<file path="config.mk">
export PLATFORM = sky130hd
export DESIGN_NAME = uart_tx_ctrl
export DESIGN_NICKNAME = d
export VERILOG_FILES = /design/src/rtl/uart_tx_ctrl.sv
export SDC_FILE = /design/constraint.sdc
export NUM_CORES = 1
export LEC_CHECK = 0
export CELL_PAD_IN_SITES_DETAIL_PLACEMENT = 1
export CELL_PAD_IN_SITES_GLOBAL_PLACEMENT = 2
export CORE_MARGIN = 2
export CORE_UTILIZATION = 29
export DETAILED_ROUTE_END_ITERATION = 8
export PLACE_DENSITY_LB_ADDON = 0.12
export SLEW_MARGIN = 40
export SYNTH_ARGS = -nofsm -noshare
export SYNTH_HDL_FRONTEND = slang
export SYNTH_SLANG_ARGS = --single-unit
</file>
<file path="constraint.sdc">
create_clock -name CLK -period 2.3 [get_ports CLK]
set_clock_uncertainty 0.15 [all_clocks]
set_input_delay 0.46 -clock CLK [delete_from_list [all_inputs] [get_ports CLK]]
set_output_delay 0.46 -clock CLK [all_outputs]
set_load 0.005 [all_outputs]
</file>
<file path="src/rtl/uart_tx_ctrl.sv">
// UART TX frame controller: start, data LSB first, optional parity, stop.
// Define UART_TX_HOLD_BUF_EN to add a one-entry hold buffer for back-to-back frames.
module uart_tx_ctrl #(
  parameter int DATA_WIDTH = 8
) (
  input  logic                  CLK,
  input  logic                  RST,
  input  logic [DATA_WIDTH-1:0] P_DATA,
  input  logic                  DATA_VALID,
  input  logic                  PAR_EN,
  input  logic                  PAR_TYP,
  output logic [1:0]            mux_sel,
  output logic                  ser_data,
  output logic                  par_bit,
  output logic                  busy,
  output logic                  tx_ready
);

  localparam int CW = (DATA_WIDTH > 8) ? $clog2(DATA_WIDTH) : 3;
  localparam logic [CW-1:0] LAST = CW'(DATA_WIDTH - 1);

  typedef enum logic [2:0] {
    IDLE   = 3'd0,
    START  = 3'd1,
    DATA   = 3'd2,
    PARITY = 3'd3,
    STOP   = 3'd4
  } state_t;

  state_t                state, state_nx;
  logic [DATA_WIDTH-1:0] shreg, shreg_nx;
  logic [CW-1:0]         cnt, cnt_nx;
  logic                  par_nx;
  logic                  pen, pen_nx;
  logic [1:0]            sel_nx;
  logic                  accept;
  logic                  at_edge;
  logic                  ld_dir;
  logic                  ld_buf;
  logic                  ld;
  logic [DATA_WIDTH-1:0] ld_d;
  logic                  ld_pen;
  logic                  ld_typ;

`ifdef UART_TX_HOLD_BUF_EN
  logic [DATA_WIDTH-1:0] buf_data;
  logic                  buf_pen;
  logic                  buf_typ;
  logic                  buf_full;
  logic                  buf_wr;

  assign tx_ready = !buf_full;
`else
  assign tx_ready = (state == IDLE);
`endif

  assign accept   = DATA_VALID & tx_ready;
  assign at_edge  = (state == IDLE) || (state == STOP);
  assign ld_dir   = accept & at_edge;
  assign ser_data = shreg[0];

`ifdef UART_TX_HOLD_BUF_EN
  assign ld_buf = buf_full & at_edge;
  assign buf_wr = accept & ~at_edge;
`else
  assign ld_buf = 1'b0;
`endif

  assign ld = ld_dir | ld_buf;

  // pick the word source for a frame load: buffered word wins
  always_comb begin
    ld_d   = P_DATA;
    ld_pen = PAR_EN;
    ld_typ = PAR_TYP;
`ifdef UART_TX_HOLD_BUF_EN
    if (buf_full) begin
      ld_d   = buf_data;
      ld_pen = buf_pen;
      ld_typ = buf_typ;
    end
`endif
  end

  // next-state and next datapath values
  always_comb begin
    state_nx = state;
    shreg_nx = shreg;
    cnt_nx   = cnt;
    par_nx   = par_bit;
    pen_nx   = pen;
    unique case (state)
      IDLE, STOP: begin
        state_nx = IDLE;
        if (ld) begin
          state_nx = START;
          shreg_nx = ld_d;
          par_nx   = ^ld_d ^ ld_typ;
          pen_nx   = ld_pen;
        end
      end
      START: begin
        state_nx = DATA;
        cnt_nx   = '0;
      end
      DATA: begin
        if (cnt == LAST) begin
          state_nx = pen ? PARITY : STOP;
        end else begin
          shreg_nx = shreg >> 1;
          cnt_nx   = cnt + 1'b1;
        end
      end
      PARITY: state_nx = STOP;
      default: state_nx = IDLE;
    endcase
  end

  // mux select mirrors the state being entered
  always_comb begin
    sel_nx = 2'b11;
    unique case (state_nx)
      START:   sel_nx = 2'b00;
      DATA:    sel_nx = 2'b01;
      PARITY:  sel_nx = 2'b10;
      default: sel_nx = 2'b11;
    endcase
  end

  // state register
  always_ff @(posedge CLK) begin
    if (!RST) state <= IDLE;
    else      state <= state_nx;
  end

  // registered datapath and outputs
  always_ff @(posedge CLK) begin
    if (!RST) begin
      shreg   <= '0;
      cnt     <= '0;
      par_bit <= 1'b0;
      pen     <= 1'b0;
      mux_sel <= 2'b11;
      busy    <= 1'b0;
    end else begin
      shreg   <= shreg_nx;
      cnt     <= cnt_nx;
      par_bit <= par_nx;
      pen     <= pen_nx;
      mux_sel <= sel_nx;
      busy    <= (state_nx != IDLE);
    end
  end

`ifdef UART_TX_HOLD_BUF_EN
  // hold buffer: fills while a frame runs, drains at STOP
  always_ff @(posedge CLK) begin
    if (!RST) begin
      buf_full <= 1'b0;
      buf_data <= '0;
      buf_pen  <= 1'b0;
      buf_typ  <= 1'b0;
    end else if (buf_wr) begin
      buf_full <= 1'b1;
      buf_data <= P_DATA;
      buf_pen  <= PAR_EN;
      buf_typ  <= PAR_TYP;
    end else if (ld_buf) begin
      buf_full <= 1'b0;
    end
  end
`endif

endmodule
</file>
==> results.tsv, run 1 <==
stage	metric	value	unit
setup_path	crit-path max FO	9	
setup_path	r2r setup slk	0.30	ns
drt	Detail Route Antenna Nets	0	
clock_network	clock-pin transition on the worst setup and hold timing paths	0.11	ns
floorplanning	I/O pin count	19	
min_path	Hold Crit Class	reg2reg	
sta	setup TNS	0	ns
drt	WL/cell	12.6	um
run_status	status	completed	
setup_path	R2R Path End	shreg[0]	
drt	Detailed Routing Iterations Pass 1	4	
pwr	Reg power frac	52.0	%
sta	Tcrit/Tclk final	95.8	%
synth	register area share after synthesis	39.9	%
synth	Cell Area, Synth	952	um2
min_path	Worst Hold End	shreg[5]	
sta	setup ws final	0.0977	ns
synth	main flop type after synthesis	dfxtp_1	
synth	Synth Net Count	123	
clock_network	CTS buffer count	3	
sta	minimum clock period	2.20	ns
sta	Fin. Hold Viols	0	
setup_path	R2R cell count	6	
final_layout	NumNets Final	145	
synth	area leader, netlist	dfxtp_1	
floorplanning	chip height	61.3	um
synth	Synth cell types	28	
synth	Avg Inst Size Synth	8.82	um2
setup_path	Critical R2R Launch	cnt[0]	
place	routability-driven placement congestion ratio	0.703	
synth	Synth area leaders	dfxtp_1 40%, nand2_1 7.1%, a311oi_1 6.4%	
setup_path	Critical Path AT	1.59	ns
pwr	Pleak	0.476	nW
global_route	vias in the first global route	814	
global_route	global route total overflow	0	
sta	RSZ-0062 raised after global routing	false	
pwr	PD cells	595	nW/um2
sta	Slew headroom	69.9	%
setup_path	CP Cell Sequence	nor3_2 > clkdlybuf4s50_1	
clock_network	H-Tree Depth	1	
synth	synthesis-stage register bit count	19	
synth	cell count after synthesis	108	
pwr	Internal Power	518	uW
global_route	first-pass GRT wire length	3770	um
floorplanning	die area	3760	um2
place	DP Worst Slack	0.105	ns
setup_path	Slowest cell on crit path	clkdlybuf4s50_1	
drt	Via density	4.83	
sta	Highest Clock Rate	454	MHz
setup_path	crit start category	flop	
place	HPWL Detailed	1660	um
job	Max Cap Viol	0	
setup_path	max incr delay on CP	0.54	ns
synth	Async SR Flop Fraction	0	%
floorplanning	Initial Utilization	30.9	%
global_route	GR Util All Layers	13.9	%
clock_network	CTS root buffer	clkbuf_4	
synth	Post-synth top cells	19 x dfxtp_1, 18 x nand2_1, 12 x nor2_1, 9 x a21oi_1, 7 x a311oi_1	
drt	Via Count	835	
pwr	Sw Ratio	28.1	%
floorplanning	Die Wd	61.3	um
setup_path	CP Capture Type	output port	
sta	pins over their slew limit	0	
sta	Final Setup Violations	0	
setup_path	delay-heaviest family, CP	buffers and inverters	
final_layout	antenna cells	0	
drt	DRC Markers	0	
final_layout	layout cells sized above 1	11.6	%
pwr	Overall Power	720	uW
synth	most frequent cell after synthesis	dfxtp_1	
final_layout	Final Util	39.3	%
pwr	Combinational Power Share	24.2	%
clock_network	clk sinks	19	
final_layout	area delta synth->final	27.2	%
drt	drt initial violations	23	
drt	final wirelength	2190	um
pwr	NetSw	202	uW
min_path	hold_sp	shreg[6]	
floorplanning	CORE AREA	3080	um2
global_route	initial antenna violation count	0	
pwr	Clock power frac	23.8	%
clock_network	clk_lat worst skew	0.29	ns
place	Port Buffers	18	
synth	Yosys warnings	0	
sta	Worst Tran Pin Value	0.451	ns
clock_network	Longest Clk Path Bufs	2	
pwr	worst vdd ir	334	uV
synth	EDFF count, synth	0	
setup_path	worst path bufs/invs	1	
global_route	largest net degree at the start of global routing	15	
min_path	Hold Path Cell Cnt	2	
setup_path	CP required	1.69	ns
clock_network	CTS tree	built	
floorplanning	Std-Cell Rows	20	
setup_path	Crit Path Category	reg2out	
synth	post-synth top area share	39.9	%
[worst max path at each step]
stage / cells after the start / from / end / slack [ns]
6_report: 2 / state[1] / tx_ready / 0.1
3_5_place_dp: 4 / P_DATA[3] / par_bit / 0.11
3_3_place_gp: 4 / P_DATA[2] / par_bit / 0.17
4_1_cts: 2 / state[1] / tx_ready / 0.01
2_1_floorplan: 6 / cnt[0] / shreg[4] / 0.43
5_1_grt: 2 / state[1] / tx_ready / 0.04
[worst reg2reg max path: stages (launching register included)]
cell	delay (ns)
dfxtp_1	0.34
ha_1	0.19
ha_1	0.29
a2111oi_4	0.39
buf_4	0.25
nor2_1	0.06
a311oi_1	0.24
[sequential cells by signal (all words and copies together), names as in the netlist]
signal and cells:
pen 1, state 3, par_bit 1, shreg 8, cnt 3, busy 1, mux_sel 2
[layout make-up]
class | count | area [um2]
Multi-Input combinational cell | 79 | 513
Fill cell | 374 | 1870
Clock inverter | 1 | 5.00
Timing Repair Buffer | 23 | 218
Inverter | 4 | 17.5
Tap cell | 44 | 55.1
Sequential cell | 19 | 380
Clock buffer | 3 | 22.5
[power by group through the flow]
| stage | Combinational (mW) | Sequential [mW] | Clock (mW) |
|---|---|---|---|
| 2_1_floorplan | 0.110 | 0.376 | 0 |
| 3_3_place_gp | 0.172 | 0.381 | 0 |
| 3_5_place_dp | 0.176 | 0.381 | 0 |
| 4_1_cts | 0.177 | 0.374 | 0.182 |
| 5_1_grt | 0.195 | 0.378 | 0.206 |
| 6_report | 0.174 | 0.374 | 0.172 |
[what timing repair did]
| item | 4_1_cts | 5_1_grt |
|---|---|---|
| gates resized for setup | 0 | 1 |
| setup buffers | 0 | 0 |
| hold buffers | 0 | 0 |
| setup endpoints to repair | 0 | 1 |
[layout by cell type (no fill, tap or decap), types with 2 or more instances in the layout]
cell,count
a211o_1,3
a21oi_1,9
a311oi_1,7
buf_4,5
clkbuf_4,3
clkdlybuf4s50_1,18
dfxtp_1,19
ha_1,2
inv_1,3
nand2_1,18
nand2b_1,5
nand3_1,4
nor2_1,12
nor3_1,2
nor3_2,2
xnor2_1,3
xor2_1,2
[layer usage]
| metal | GRT usage (%) | part of all wire [%] | vias up |
|---|---|---|---|
| met4 | 2.80 | 0.87 | 0 |
| li1 | - | - | 422 |
| met5 | 0 | 0 | - |
| met1 | 17.6 | 51 | 398 |
| met2 | 22.8 | 45 | 13 |
| met3 | 5.04 | 3.3 | 2 |
[through the flow]
step | cell area [um2] | cells | hold WS [ns]
finish | 1210 | 173 | 0.335
global route | 1210 | 173 | 0.358
CTS | 1210 | 173 | 0.337
detailed placement | 1180 | 169 | 0.324
global placement | 1180 | 169 | 0.309
floorplan | 952 | 108 | 0.300
[cells by family after synthesis]
family / Yosys count / share of synthesized area (%)
adder cells (fa/ha/maj): 2 / 2.63
XOR/XNOR: 6 / 6.97
AO/OA/AOI/OAI: 22 / 18.1
buffers and inverters: 10 / 6.70
flip-flops: 19 / 39.9
AND/OR/NAND/NOR: 49 / 25.6
Power figures use the tool's default switching activity.
==> run 2, diff against run 1 <==
--- a/config.mk
+++ b/config.mk
@@ -10,8 +10,9 @@
 export CORE_MARGIN = 2
 export CORE_UTILIZATION = 29
 export DETAILED_ROUTE_END_ITERATION = 8
+export HOLD_SLACK_MARGIN = 0.12
 export PLACE_DENSITY_LB_ADDON = 0.12
-export SLEW_MARGIN = 40
+export SLEW_MARGIN = 0
 export SYNTH_ARGS = -nofsm -noshare
 export SYNTH_HDL_FRONTEND = slang
 export SYNTH_SLANG_ARGS = --single-unit
==> constraint.sdc (replaced) <==
create_clock -name CLK -period 2.5 [get_ports CLK]
set_clock_uncertainty 0.15 [all_clocks]
set_input_delay 0.5 -clock CLK [delete_from_list [all_inputs] [get_ports CLK]]
set_output_delay 0.5 -clock CLK [all_outputs]
set_load 0.005 [all_outputs]
==> run 2 against run 1 <==
Effect of this change:
- critical path depth did not move
- via count decreased by 5.4%
- register-to-register slack improved by 0.12 ns
- wire length shrank 2.4%
- first-iteration DRC count shrank 4.3%
- total power down 8.9%
- non-clock buffer count decreased by 3
- clock power is 8% lower
==> results.tsv, run 2 (synthesis results as in run 1) <==
stage	metric	value	unit
run_status	status	completed	
sta	setup TNS	0	ns
clock_network	Longest Clk Path Bufs	2	
place	Port Buffers	18	
floorplanning	Std-Cell Rows	20	
final_layout	commonest non-fill, non-tap cell in the layout	dfxtp_1	
global_route	vias in the first global route	737	
clock_network	CTS buffer count	3	
clock_network	clk sinks	19	
pwr	Reg power frac	52.9	%
drt	Detail Route Antenna Nets	0	
pwr	Combinational Power Share	23.0	%
floorplanning	Initial Utilization	30.9	%
clock_network	setup repair bufs after CTS	0	
final_layout	Biggest register	shreg	
sta	RSZ-0062 raised after global routing	false	
sta	Slew headroom	58.7	%
global_route	largest net degree at the start of global routing	15	
min_path	Hold Crit Class	reg2reg	
floorplanning	I/O pin count	19	
setup_path	crit start category	flop	
job	Max Cap Viol	0	
pwr	Clock power frac	24.0	%
pwr	NetSw	184	uW
final_layout	max FFs per register	8	
final_layout	layout cells sized above 1	8.73	%
final_layout	area delta synth->final	24.3	%
clock_network	CTS root buffer	clkbuf_4	
sta	Worst Tran Pin Value	0.617	ns
final_layout	commonest cells after routing, fill and taps aside	19 x dfxtp_1, 18 x nand2_1, 18 x clkdlybuf4s50_1	
setup_path	crit-path max FO	9	
sta	Highest Clock Rate	445	MHz
pwr	Pleak	0.459	nW
setup_path	CP required	1.85	ns
place	Area after DPL	1160	um2
clock_network	H-Tree Depth	1	
drt	final wirelength	2140	um
drt	Via Count	790	
sta	minimum clock period	2.25	ns
sta	Fin. Hold Viols	0	
pwr	Sw Ratio	28.0	%
final_layout	final cell count without fillers	170	
setup_path	Crit Path Category	reg2out	
pwr	worst vdd ir	213	uV
sta	Min Hold Slack	0.337	ns
clock_network	hold buffer count at CTS	0	
pwr	PD cells	554	nW/um2
clock_network	CTS tree	built	
drt	WL/cell	12.6	um
global_route	GR Util All Layers	12.8	%
floorplanning	chip height	61.3	um
setup_path	CP Capture Type	output port	
final_layout	fill count	380	
place	Cells after DPL	166	
pwr	Internal Power	472	uW
floorplanning	CORE AREA	3080	um2
floorplanning	Die Wd	61.3	um
clock_network	clock-pin transition on the worst setup and hold timing paths	0.10	ns
drt	Via density	4.65	
sta	pins over their slew limit	0	
drt	DRC Markers	0	
sta	Final Setup Violations	0	
final_layout	antenna cells	0	
floorplanning	die area	3760	um2
final_layout	largest registers	shreg (8), cnt (3), state (3)	
global_route	first-pass GRT wire length	3520	um
setup_path	Critical Path AT	1.60	ns
clock_network	post-cts sizing count	0	
drt	Detailed Routing Iterations Pass 1	4	
drt	drt initial violations	22	
place	HPWL Detailed	1600	um
sta	Tcrit/Tclk final	89.9	%
final_layout	final instance area	1180	um2
final_layout	NumNets Final	142	
place	routability-driven placement congestion ratio	0.676	
clock_network	clk_lat worst skew	0.30	ns
global_route	initial antenna violation count	0	
global_route	global route total overflow	0	
## run 2: changes by cell type in the layout (fill, tap and decap cells not counted), sizes merged
| cell | previous run | this run |
|---|---|---|
| buf | 5 | 2 |
## run 2: layout make-up
cell class                 count  area, um2  share of cell area (%)
multi-input combinational     79        508                    42.9
sequential                    19        380                    32.1
timing repair buffer          20        195                    16.5
tap                           44       55.1                    4.65
clock buffer                   3       22.5                    1.90
inverter                       4       17.5                    1.48
clock inverter                 1       5.00                   0.423
## run 2: final timing paths
path	startpoint	to	slack [ns]	cells past startpoint
max	state[1]	tx_ready	0.25	2
min reg2reg	cnt[1]	cnt[1]	0.34	2
max reg2reg	cnt[0]	cnt[1]	0.42	6
min	cnt[1]	cnt[1]	0.34	2
## run 2: power groups by stage
stage / combinational (mW) / sequential [mW] / clock [mW]
finish: 0.151 / 0.347 / 0.158
floorplan: 0.101 / 0.346 / 0
global route: 0.165 / 0.351 / 0.179
global placement: 0.150 / 0.354 / 0
detailed placement: 0.152 / 0.355 / 0
CTS: 0.153 / 0.348 / 0.168
## run 2: routing by layer
layer,GRT usage [%],part of all wire [%]
met5,0,0
met4,4.66,0.70
met3,2.73,2.8
met1,19.0,54
met2,18.2,43
## run 2: metrics by stage
stage	utilization, %	total power [mW]	setup WS (ns)
after floorplan	-	0.447	0.628
after detailed placement	37.6	0.507	0.250
after CTS	38.5	0.669	0.228
after global placement	37.6	0.504	0.285
after global routing	38.5	0.696	0.150
final	38.5	0.656	0.252
## run 2: worst max-delay path, cell delays in order (launching register included)
cell,delay (ns)
dfxtp_1,0.46
nor3_1,0.30
clkdlybuf4s50_1,0.55
==> run 3, diff against run 2 <==
--- a/config.mk
+++ b/config.mk
@@ -8,8 +8,9 @@
 export CELL_PAD_IN_SITES_DETAIL_PLACEMENT = 1
 export CELL_PAD_IN_SITES_GLOBAL_PLACEMENT = 2
 export CORE_MARGIN = 2
-export CORE_UTILIZATION = 29
+export CORE_UTILIZATION = 35
 export DETAILED_ROUTE_END_ITERATION = 8
+export DONT_BUFFER_PORTS = 1
 export HOLD_SLACK_MARGIN = 0.12
 export PLACE_DENSITY_LB_ADDON = 0.12
 export SLEW_MARGIN = 0
==> run 3 against run 2 <==
Effect of this change:
- cell area shrank 17%
- cell count down 19%
- total power shrank 6.2%
- non-clock buffer count fell by 19
- maximum frequency up 9.2%
- utilization grew 0.33 points
- worst setup slack improved by 0.19 ns
- sequential power hardly changed
- wire length is 3.7% lower
- sequential share of layout area increased by 6.7 points
- via count is 6.8% lower
- critical path type is now reg2reg
==> results.tsv, run 3 (synthesis results as in run 1) <==
stage	metric	value	unit
final_layout	antenna cells	0	
clock_network	clk_lat worst skew	0.30	ns
sta	Tcrit/Tclk final	82.3	%
clock_network	Longest Clk Path Bufs	2	
pwr	PD cells	629	nW/um2
global_route	largest net degree at the start of global routing	15	
drt	Detail Route Antenna Nets	0	
floorplanning	CORE AREA	2520	um2
global_route	first-pass GRT wire length	3580	um
setup_path	Slowest cell on crit path	or3b_1	
floorplanning	Initial Utilization	37.7	%
final_layout	largest registers	shreg (8), cnt (3), state (3)	
floorplanning	Std-Cell Rows	18	
clock_network	CTS tree	built	
floorplanning	chip height	56.2	um
final_layout	Biggest register	shreg	
sta	Final Setup Violations	0	
setup_path	CP required	2.59	ns
final_layout	area delta synth->final	2.76	%
clock_network	clk sinks	19	
clock_network	setup repair bufs after CTS	0	
sta	Worst Tran Pin Value	0.558	ns
clock_network	CTS root buffer	clkbuf_4	
setup_path	Critical Path AT	2.15	ns
global_route	global route total overflow	0	
final_layout	max FFs per register	8	
setup_path	delay-heaviest family, CP	simple AND/OR/NAND/NOR gates	
job	Max Cap Viol	0	
run_status	status	completed	
drt	Via Count	736	
clock_network	clock-pin transition on the worst setup and hold timing paths	0.12	ns
drt	DRC Markers	0	
floorplanning	I/O pin count	19	
sta	Highest Clock Rate	486	MHz
pwr	worst vdd ir	291	uV
setup_path	crit start category	flop	
drt	Via density	5.37	
final_layout	fill count	323	
sta	RSZ-0062 raised after global routing	false	
setup_path	CP Capture Type	flop	
sta	Fin. Hold Viols	0	
setup_path	worst path bufs/invs	0	
place	Port Buffers	0	
pwr	Pleak	0.384	nW
setup_path	r2r setup slk	0.44	ns
setup_path	crit-path max FO	8	
clock_network	post-cts sizing count	0	
drt	final wirelength	2060	um
place	routability-driven placement congestion ratio	0.648	
sta	minimum clock period	2.06	ns
global_route	GR Util All Layers	14.6	%
drt	WL/cell	15.0	um
sta	Slew headroom	62.6	%
final_layout	commonest cells after routing, fill and taps aside	19 x dfxtp_1, 18 x nand2_1, 12 x nor2_1	
clock_network	H-Tree Depth	1	
floorplanning	Die Wd	56.2	um
final_layout	NumNets Final	123	
place	HPWL Detailed	1510	um
global_route	vias in the first global route	728	
setup_path	Crit Path Category	reg2reg	
sta	pins over their slew limit	0	
floorplanning	die area	3150	um2
drt	drt initial violations	10	
clock_network	CTS buffer count	3	
clock_network	hold buffer count at CTS	0	
final_layout	layout cells sized above 1	9.35	%
sta	Min Hold Slack	0.185	ns
sta	setup TNS	0	ns
min_path	Hold Crit Class	in2reg	
setup_path	max incr delay on CP	0.39	ns
global_route	initial antenna violation count	0	
final_layout	commonest non-fill, non-tap cell in the layout	dfxtp_1	
setup_path	CP Cell Sequence	ha_1 > ha_1 > or3b_1 > a21oi_1 > nand3_1 > a21oi_1	
drt	Detailed Routing Iterations Pass 1	4	
-- run 3: changes by cell type in the layout (fill, tap and decap cells not counted), sizes merged --
cell           change
clkdlybuf4s50     -18
buf                -1
-- run 3: final cells by class --
class                   count  area [um2]  area share [%]
well taps                  30        37.5            3.84
clock inverters             1        5.00           0.512
clock buffers               3        22.5            2.30
inverters                   4        17.5            1.79
repair buffers              1        7.51           0.767
flip-flops and latches     19         380            38.9
multi-input cells          79         508            51.9
-- run 3: path summary, 6_finish.rpt --
check	start	end	depth (start not counted)
min	PAR_EN	pen	2
max reg2reg	cnt[0]	cnt[2]	6
max	cnt[0]	cnt[2]	6
min reg2reg	shreg[1]	shreg[0]	2
-- run 3: layer usage --
metal	part of all wire (%)	routed length, um	track usage (%)	vias up
met5	0	0	0	-
met4	1.7	34	7.14	0
met3	4.8	99	3.95	4
met2	42	863	18.8	15
met1	52	1060	21.8	343
li1	-	-	-	374
-- run 3: power breakdown --
| group | leakage (nW) | switching [mW] | internal (mW) | total (mW) |
|---|---|---|---|---|
| sequential | 0.157 | 0.0218 | 0.328 | 0.350 |
| combinational | 0.210 | 0.0538 | 0.0505 | 0.104 |
| clock | 0.0177 | 0.102 | 0.0597 | 0.161 |
| total | 0.384 | 0.177 | 0.438 | 0.615 |
-- run 3: metrics by stage --
step	cell area, um2	power, mW	cells	setup WS [ns]	utilization, %
2_1_floorplan	952	0.447	108	0.628	-
3_3_place_gp	951	0.460	133	0.585	37.7
3_5_place_dp	951	0.463	133	0.479	37.7
4_1_cts	978	0.623	137	0.441	38.8
5_1_grt	978	0.657	137	0.270	38.8
6_report	978	0.615	137	0.442	38.8
